==> src/rtl/bram_loader_pkg.sv <==
// Shared encodings for the BRAM stream loader: FSM states, status and control bit positions.
package bram_loader_pkg;

  typedef enum logic [1:0] {
    IDLE  = 2'd0,
    LOAD  = 2'd1,
    FLUSH = 2'd2,
    DONE  = 2'd3
  } state_t;

  localparam int STAT_DONE    = 0;
  localparam int STAT_OVF     = 1;
  localparam int STAT_CNT_LSB = 16;
  localparam int CTRL_START   = 0;

endpackage

==> src/rtl/bram_loader_csum.sv <==
// Running modulo-2^32 sum of accepted stream words; built only when
// BRAM_STREAM_LOADER_CHECKSUM_EN is defined.
module bram_loader_csum (
  input  logic        clk,
  input  logic        reset,
  input  logic        clear,
  input  logic        add,
  input  logic [31:0] data,
  output logic [31:0] sum
);

  // Accumulator: cleared while the loader idles, adds each accepted word.
  always_ff @(posedge clk) begin
    if (!reset) begin
      sum <= 32'h0;
    end else if (clear) begin
      sum <= 32'h0;
    end else if (add) begin
      sum <= sum + data;
    end else begin
      sum <= sum;
    end
  end

endmodule

==> src/rtl/bram_stream_loader.sv <==
// Writes a valid/ready word stream into consecutive BRAM words under PS start/done control.
// Optional running checksum enabled by defining BRAM_STREAM_LOADER_CHECKSUM_EN.
module bram_stream_loader
  import bram_loader_pkg::*;
#(
  parameter  int DEPTH     = 2048,
  localparam int ADDRWIDTH = $clog2(DEPTH) + 2,
  localparam int CNTWIDTH  = $clog2(DEPTH) + 1
) (
  input  logic                 clk,
  input  logic                 reset,
  input  logic [31:0]          ps_control,
  output logic [31:0]          pl_status,
  input  logic                 in_valid,
  output logic                 in_ready,
  input  logic [31:0]          in_data,
  input  logic                 in_last,
  output logic [ADDRWIDTH-1:0] bram_addr,
  output logic [31:0]          bram_wrdata,
  output logic [3:0]           bram_we,
  output logic [31:0]          checksum
);

  localparam logic [CNTWIDTH-1:0] CNT_ONE  = CNTWIDTH'(1);
  localparam logic [CNTWIDTH-1:0] CNT_FULL = CNTWIDTH'(DEPTH);

  state_t              state;
  logic [CNTWIDTH-1:0] count;
  logic                overflow;
  logic                start;
  logic                accept;
  logic [CNTWIDTH-1:0] count_inc;
  logic [31:0]         status;
  logic                unused_ctrl;

  assign start       = ps_control[CTRL_START];
  assign unused_ctrl = ^ps_control[31:1];
  assign in_ready    = (state == LOAD);
  assign accept      = in_valid && in_ready;
  assign count_inc   = count + CNT_ONE;

  // Control FSM, word counter and the registered BRAM write port.
  always_ff @(posedge clk) begin
    if (!reset) begin
      state       <= IDLE;
      count       <= {CNTWIDTH{1'b0}};
      overflow    <= 1'b0;
      bram_we     <= 4'h0;
      bram_addr   <= {ADDRWIDTH{1'b0}};
      bram_wrdata <= 32'h0;
    end else begin
      bram_we <= 4'h0;
      // A word accepted in the abort cycle is still written, never dropped.
      if (accept) begin
        bram_we     <= 4'hf;
        bram_addr   <= {count[CNTWIDTH-2:0], 2'b00};
        bram_wrdata <= in_data;
        count       <= count_inc;
      end
      case (state)
        IDLE: begin
          count    <= {CNTWIDTH{1'b0}};
          overflow <= 1'b0;
          if (start) state <= LOAD;
        end
        LOAD: begin
          if (!start) begin
            state <= IDLE;
          end else if (accept && in_last) begin
            state <= FLUSH;
          end else if (accept && (count_inc == CNT_FULL)) begin
            overflow <= 1'b1;
            state    <= FLUSH;
          end
        end
        FLUSH: state <= DONE;
        DONE: begin
          if (!start) state <= IDLE;
        end
        default: state <= IDLE;
      endcase
    end
  end

  // Status word; count and overflow are masked during IDLE so a stale abort count never shows.
  always_comb begin
    status            = 32'h0;
    status[STAT_DONE] = (state == DONE);
    if (state != IDLE) begin
      status[STAT_OVF]                = overflow;
      status[STAT_CNT_LSB +: 16]      = 16'(count);
    end else begin
      status[STAT_OVF]                = 1'b0;
      status[STAT_CNT_LSB +: 16]      = 16'h0;
    end
  end

  assign pl_status = status;

`ifdef BRAM_STREAM_LOADER_CHECKSUM_EN
  bram_loader_csum u_csum (
    .clk   (clk),
    .reset (reset),
    .clear (state == IDLE),
    .add   (accept),
    .data  (in_data),
    .sum   (checksum)
  );
`else
  assign checksum = 32'h0;
`endif

endmodule

==> config.mk <==
export PLATFORM = sky130hd
export DESIGN_NAME = bram_stream_loader
export DESIGN_NICKNAME = d
export VERILOG_FILES = /design/src/rtl/bram_loader_pkg.sv /design/src/rtl/bram_loader_csum.sv /design/src/rtl/bram_stream_loader.sv
export SDC_FILE = /design/constraint.sdc
export NUM_CORES = 1
export LEC_CHECK = 0
export ABC_AREA = 1
export CAP_MARGIN = 20
export CORE_ASPECT_RATIO = 1.25
export CORE_MARGIN = 5
export CORE_UTILIZATION = 40
export CTS_BUF_LIST = sky130_fd_sc_hd__clkbuf_16
export CTS_CLUSTER_SIZE = 40
export DETAILED_ROUTE_END_ITERATION = 6
export PLACE_DENSITY = 0.87
export SLEW_MARGIN = 15
export SYNTH_ARGS = -nofsm -noshare
export SYNTH_HDL_FRONTEND = slang
export SYNTH_SLANG_ARGS = --single-unit
==> constraint.sdc <==
create_clock -name clk -period 3.2 [get_ports clk]
set_input_delay 0.64 -clock clk [delete_from_list [all_inputs] [get_ports clk]]
set_output_delay 0.64 -clock clk [all_outputs]
set_load 0.05 [all_outputs]
==> summary.md, run 1 <==
| Metric | Value |
|---|---|
| Status | `complete, no violations` |
| Drt first pass iters | `4` |
| Starting DRT DRC Count | `115` |
| Routed wire length | `7.52 mm` |
| Post-route minimum period | `2.62 ns` |
| Hold Fails Final Rpt | `0` |
| Fin Setup TNS | `0 ns` |
| Worst hold path class | `register to register` |
| Worst setup margin | `0.578 ns` |
| Most common cell after layout, fill and taps aside | `clkdlybuf4s50_1` |
| Vias in the first global route | `2610` |
| Crit Path Max Fanout | `16` |
| Antenna violations before repair | `0` |
| Final-report setup violation count | `0` |
| Fin Clk Skew | `0.00494 ns` |
| DP Worst Slack | `0.802 ns` |
| Yosys warnings | `0` |
| Die X | `86.0 µm` |
| Most frequent cells in the layout | `clkdlybuf4s50_1, nor2_1, dfxtp_1` |
| IO Port Bufs | `98` |
| Post-Synthesis Cell Area | `2890 µm²` |
| Core area | `7020 µm²` |
| Global-route wire length before repair | `11.9 mm` |
| TritonCTS clock tree | `yes` |
| H-tree levels | `3` |
| Critical-path top delay cell | `clkdlybuf4s50_1` |
| Max transition margin | `0.508` |
| Slew @ Worst Pin | `0.735 ns` |
| Root Buffer Master | `clkbuf_16` |
| WP data required | `2.56 ns` |
| GR Overflow Total | `0` |
| Antenna fix cells | `0` |
| Height of the die | `105 µm` |
| Sequential area share after synthesis | `0.409` |
| DP Wirelength | `5.41 mm` |
| PostCTS Resize Cnt | `0` |
| Max Cap Viol | `0` |
| Cts hold-fix bufs | `0` |
| Critical path class | `register to primary output` |
| Layout fillers | `593` |
| Slowest cell delay on critical path | `0.86 ns` |
| Post-route DRC | `0` |
| Power per standard cell area | `551 nW/µm²` |
| Reg clk slew, reported paths | `0.05 ns` |
| Synth area leader | `dfxtp_1` |
| Number of I/O pins | `182` |
| Post-synth top area share | `0.409` |
| Final critical-path share of the clock period | `0.819` |
| Synthesized area per cell | `7.21 µm²` |
| Initial Utilization | `0.412` |
| Max VDD drop | `0.412 mV` |
| Wire length per cell | `12.8 µm` |
| GR Util All Layers | `0.163` |
| Synth-to-layout area growth | `37.3%` |
| Layout cell share with drive strength beyond 1 | `0.0524` |
| Synth area leaders | `dfxtp_1, buf_4, nor2_1` |
| Slew Limit Fails | `0` |
| Post-Syn Instances | `401` |
| Post-CTS setup buffer count | `0` |
| DP Area | `3720 µm²` |
| Num CTS Buffers | `9` |
| ANT nets after route | `0` |
| RSZ-0062 raised after global routing | `false` |
| #FFs+latches synth | `59` |
| Clock Tree Buf Depth | `2` |
| RePlAce Congestion | `0.828` |
| Fin area | `3970 µm²` |
| Critical path, cell by cell | `nor2_1, buf_4, nor2_1, clkdlybuf4s50_1` |
| TritonCTS Sinks | `59` |
| Largest net degree at the start of global routing | `45` |
| Data arrival, critical path | `1.98 ns` |
| Worst skew pair latency | `0.32 ns` |
| Die ar. | `9040 µm²` |
| Lkg Pwr | `1.77 nW` |
| Setup crit start kind | `register` |
| Crit-path most repeated cell | `nor2_1` |
| # rows | `34` |
| Vias | `2733` |
| Synth cell types | `26` |
| Final nets | `562` |
| Crit end category | `primary output` |
| Maximum clock frequency | `0.381 GHz` |
| DR vias/cell | `4.66` |
| Power Total | `2.19 mW` |
| Area of the multi-input gates | `1290 µm²` |
| Sequential cell area | `1180 µm²` |
[final cells by class]
type	instances	area share
well taps	90	0.0284
repair buffers	102	0.255
flip-flops and latches	59	0.298
multi-input cells	287	0.325
clock inverters	6	0.00631
clock buffers	9	0.0567
inverters	33	0.0312
[power breakdown]
| part | switching, mW | leakage [nW] | total [mW] | internal [mW] |
|---|---|---|---|---|
| logic | 0.413 | 1.16 | 0.561 | 0.148 |
| clock network | 0.309 | 0.129 | 0.813 | 0.504 |
| registers | 0.0281 | 0.481 | 0.812 | 0.784 |
| total | 0.751 | 1.77 | 2.19 | 1.44 |
[Yosys cell counts]
library cell / instances
a21oi_1: 20
a21oi_2: 1
buf_1: 1
buf_2: 6
buf_4: 56
clkbuf_1: 10
conb_1: 1
dfxtp_1: 59
ha_1: 2
inv_1: 31
inv_2: 2
nand2_1: 39
nand2_2: 2
nand2_4: 1
nand3_1: 11
nand4_1: 3
nor2_1: 92
nor2_2: 2
nor2_4: 2
nor2_8: 1
nor3_1: 1
o211ai_1: 4
o21a_1: 1
o21ai_0: 51
o21ai_1: 1
xor2_1: 1
[logic make-up after synthesis]
logic type	count (synthesis)	synth area share
other	1	0.00130
XOR/XNOR	1	0.00303
AO/OA/AOI/OAI	78	0.141
AND/OR/NAND/NOR	154	0.225
adder cells (fa/ha/maj)	2	0.00866
flip-flops	59	0.409
buffers and inverters	106	0.213
[per-stage QoR]
stage | utilization | hold WS (ns) | instances
finish | 0.565 | 0.466 | 586
global route | 0.565 | 0.498 | 586
CTS | 0.565 | 0.471 | 586
detailed placement | 0.530 | 0.459 | 571
global placement | 0.530 | 0.450 | 571
floorplan | - | 0.440 | 452
[final timing paths]
kind / startpoint / to / slack [ns] / cells after the start
max: register / pl_status[18] / 0.58 / 4
min: overflow / overflow / 0.47 / 1
max reg2reg: register / count[3] / 1.34 / 7
min reg2reg: overflow / overflow / 0.47 / 1
[sequential cells by signal, indices dropped and copies added, names as in the netlist, named ones only]
| name | cells |
|---|---|
| bram_wrdata | 32 |
| count | 12 |
| bram_addr | 11 |
| bram_we | 1 |
| overflow | 1 |
| state | 1 |
[metal layers]
layer	up-vias	wire length, µm	track usage
met2	137	3700	0.286
met5	-	0	0
met1	1250	2730	0.160
met3	9	963	0.0850
li1	1337	-	-
met4	0	121	0.0588
[critical path: cells and delay by family, from the launching register on]
kind	cells	cell delay [ns]
buffers and inverters	2	1.05
and+or+nand+nor	2	0.21
DFF	1	0.39
(Power assumes the default switching activity.)
==> inputs of run 2 (changes only) <==
- CORE_UTILIZATION: 40 -> 37
- PLACE_DENSITY: 0.87 -> 0.81
- clock period: 3.2 -> 2.5 ns (I/O delays scaled with it)
==> run 2 against run 1 <==
Power rose by 34%. First-iteration DRC count up 15%. Core utilization down 4.7 points. Die area increased by 7.2%. Count of clock-buffer cells in the layout did not move. Via count shrank 1.4%. Non-clock buffer count is 2 higher. Final cell count grew 1.4%. Routed wire length shrank 3.6%. Flip-flop and latch count unchanged. Sequential share of layout area down 0.17 points. Combinational power increased by 28%. Critical path type unchanged. Highest routed layer unchanged.
==> summary.md, run 2 (same netlist as run 1, synthesis figures left out) <==
| Metric | Value |
|---|---|
| # rows | `36 (was 34)` |
| Fin area | `3990 µm² (was 3970 µm²)` |
| Global-route wire length before repair | `11.3 mm (was 11.9 mm)` |
| Post-layout util | `0.518 (was 0.565)` |
| DP Area | `3710 µm² (was 3720 µm²)` |
| Cts hold-fix bufs | `0 (unchanged)` |
| Critical-path top delay cell | `clkdlybuf4s50_1 (unchanged)` |
| Worst skew pair latency | `0.32 ns (about the same)` |
| Slew Limit Fails | `0 (unchanged)` |
| Power Total | `2.92 mW (was 2.19 mW)` |
| Vias in the first global route | `2599 (was 2610)` |
| Most common cell after layout, fill and taps aside | `nor2_1 (was clkdlybuf4s50_1)` |
| Max VDD drop | `0.619 mV (was 0.412 mV)` |
| Family with the most delay on the worst path | `buffers and inverters (unchanged)` |
| Number of I/O pins | `182 (unchanged)` |
| Max FFs per register | `32 (unchanged)` |
| Drt first pass iters | `4 (unchanged)` |
| DP Worst Slack | `0.260 ns (was 0.802 ns)` |
| Crit end category | `primary output (unchanged)` |
| Critical path class | `register to primary output (unchanged)` |
| Largest net degree at the start of global routing | `45 (unchanged)` |
| Vias | `2696 (was 2733)` |
| Clock Tree Buf Depth | `2 (unchanged)` |
| Layout fillers | `714 (was 593)` |
| Worst Reg-to-Reg Cells | `11 (was 7)` |
| RePlAce Congestion | `0.795 (was 0.828)` |
| Slew @ Worst Pin | `0.710 ns (was 0.735 ns)` |
| Final critical-path share of the clock period | `0.877` |
| GR Overflow Total | `0 (unchanged)` |
| Final-report setup violation count | `0 (unchanged)` |
| Reg2reg start | `count[0]` |
| Maximum clock frequency | `0.456 GHz` |
| Max transition margin | `0.526 (was 0.508)` |
| HP Start | `bram_addr[2] (was overflow)` |
| Root Buffer Master | `clkbuf_16 (unchanged)` |
| Hold Fails Final Rpt | `0 (unchanged)` |
| Largest regs | `bram_wrdata (32), count (12), bram_addr (11) (unchanged)` |
| Critical path, cell by cell | `inv_2, nand2_1, inv_1, clkdlybuf4s50_1 (was nor2_1, buf_4, nor2_1, clkdlybuf4s50_1)` |
| Crit Path Max Fanout | `5 (was 16)` |
| Antenna fix cells | `0 (unchanged)` |
| Status | `complete, no violations (unchanged)` |
| DR vias/cell | `4.54 (was 4.66)` |
| Worst hold stages | `2 (was 1)` |
| Power per standard cell area | `731 nW/µm² (was 551 nW/µm²)` |
| Core area | `7700 µm² (was 7020 µm²)` |
| Worst hold path class | `register to register (unchanged)` |
| IO Port Bufs | `98 (unchanged)` |
| Layout cell share with drive strength beyond 1 | `0.0862 (was 0.0524)` |
| Antenna violations before repair | `0 (unchanged)` |
| Synth-to-layout area growth | `38.1% (was 37.3%)` |
| Post-CTS setup buffer count | `0 (unchanged)` |
| Die ar. | `9690 µm² (was 9040 µm²)` |
| WP data required | `2.00 ns (was 2.56 ns)` |
| DP Wirelength | `5.43 mm (was 5.41 mm)` |
| Reg clk slew, reported paths | `0.05 ns (about the same)` |
| Final nets | `564 (was 562)` |
| TritonCTS Sinks | `59 (unchanged)` |
| Slowest cell delay on critical path | `0.80 ns (was 0.86 ns)` |
| TritonCTS clock tree | `yes (unchanged)` |
| Routed wire length | `7.25 mm (was 7.52 mm)` |
| GR Util All Layers | `0.147 (was 0.163)` |
| Initial Utilization | `0.375 (was 0.412)` |
| Wire length per cell | `12.2 µm (was 12.8 µm)` |
| Placed cells | `578 (was 571)` |
| Lkg Pwr | `1.82 nW (was 1.77 nW)` |
| Worst Path Buf+Inv | `3 (was 2)` |
| Num CTS Buffers | `9 (unchanged)` |
| PostCTS Resize Cnt | `0 (unchanged)` |
| Worst setup margin | `0.308 ns (was 0.578 ns)` |
| Data arrival, critical path | `1.69 ns (was 1.98 ns)` |
| Post-route DRC | `0 (unchanged)` |
| RSZ-0062 raised after global routing | `false (unchanged)` |
| Starting DRT DRC Count | `132 (was 115)` |
| Fin Setup TNS | `0 ns (unchanged)` |
| Levels on crit path | `4 (unchanged)` |
| Height of the die | `109 µm (was 105 µm)` |
| Max Cap Viol | `0 (unchanged)` |
| Most frequent cells in the layout | `nor2_1, clkdlybuf4s50_1, dfxtp_1 (was clkdlybuf4s50_1, nor2_1, dfxtp_1)` |
| Largest Register | `bram_wrdata (unchanged)` |
| ANT nets after route | `0 (unchanged)` |
| H-tree levels | `3 (unchanged)` |
| Post-route minimum period | `2.19 ns` |
| Fin Clk Skew | `0.00381 ns (was 0.00494 ns)` |
| Non-Filler Instances | `594 (was 586)` |
| Setup crit start kind | `register (unchanged)` |
| Hold Worst Slack | `0.465 ns (was 0.466 ns)` |
| Die X | `89.1 µm (was 86.0 µm)` |
[run 2: cell count changes in the layout (fill, tap and decap cells not counted)]
cell,previous run,this run
clkinvlp_4,0,1
bufinv_16,0,1
clkdlybuf4s50_1,98,85
buf_4,4,19
inv_1,32,31
[run 2: worst reg2reg max path, stage by stage (launching register included)]
cell,delay [ns]
dfxtp_1,0.41
ha_1,0.28
nand3_1,0.17
nor2_4,0.18
nand3_1,0.09
nand2_1,0.09
nand3_1,0.07
nor2_1,0.12
nand2_1,0.10
nand2_2,0.08
nand2_2,0.05
a21oi_2,0.11
[run 2: path summary, 6_finish.rpt]
path	to	slack, ns
worst min-delay path	bram_addr[2]	0.47
worst max register to register	register	0.69
worst max-delay path	in_ready	0.31
worst min register to register	bram_addr[2]	0.47
[run 2: power by group]
group          switching (mW)  internal [mW]
Clock                   0.410          0.756
Sequential             0.0342           1.00
Combinational           0.526          0.191
[run 2: final cells by class]
class	count	area, µm²	area share
inverter	33	124	0.0310
sequential	59	1180	0.296
clock buffer	9	225	0.0564
tap	95	119	0.0298
clock inverter	7	58.8	0.0147
timing repair buffer	104	993	0.249
multi-input combinational	287	1290	0.323
[run 2: per-layer routing]
layer	vias up	routed length, µm	part of all wire	global-route usage
met5	-	0	0	0
met4	0	166	0.023	0.0553
met3	14	764	0.11	0.0597
met2	114	3730	0.51	0.272
met1	1227	2590	0.36	0.144
li1	1341	-	-	-
==> inputs of run 3 (changes only) <==
- CTS_CLUSTER_DIAMETER: unset -> 40
- TNS_END_PERCENT: unset -> 30
==> results of run 3 <==
Same layout as run 2: the final DEF is identical, and so are final timing and power.
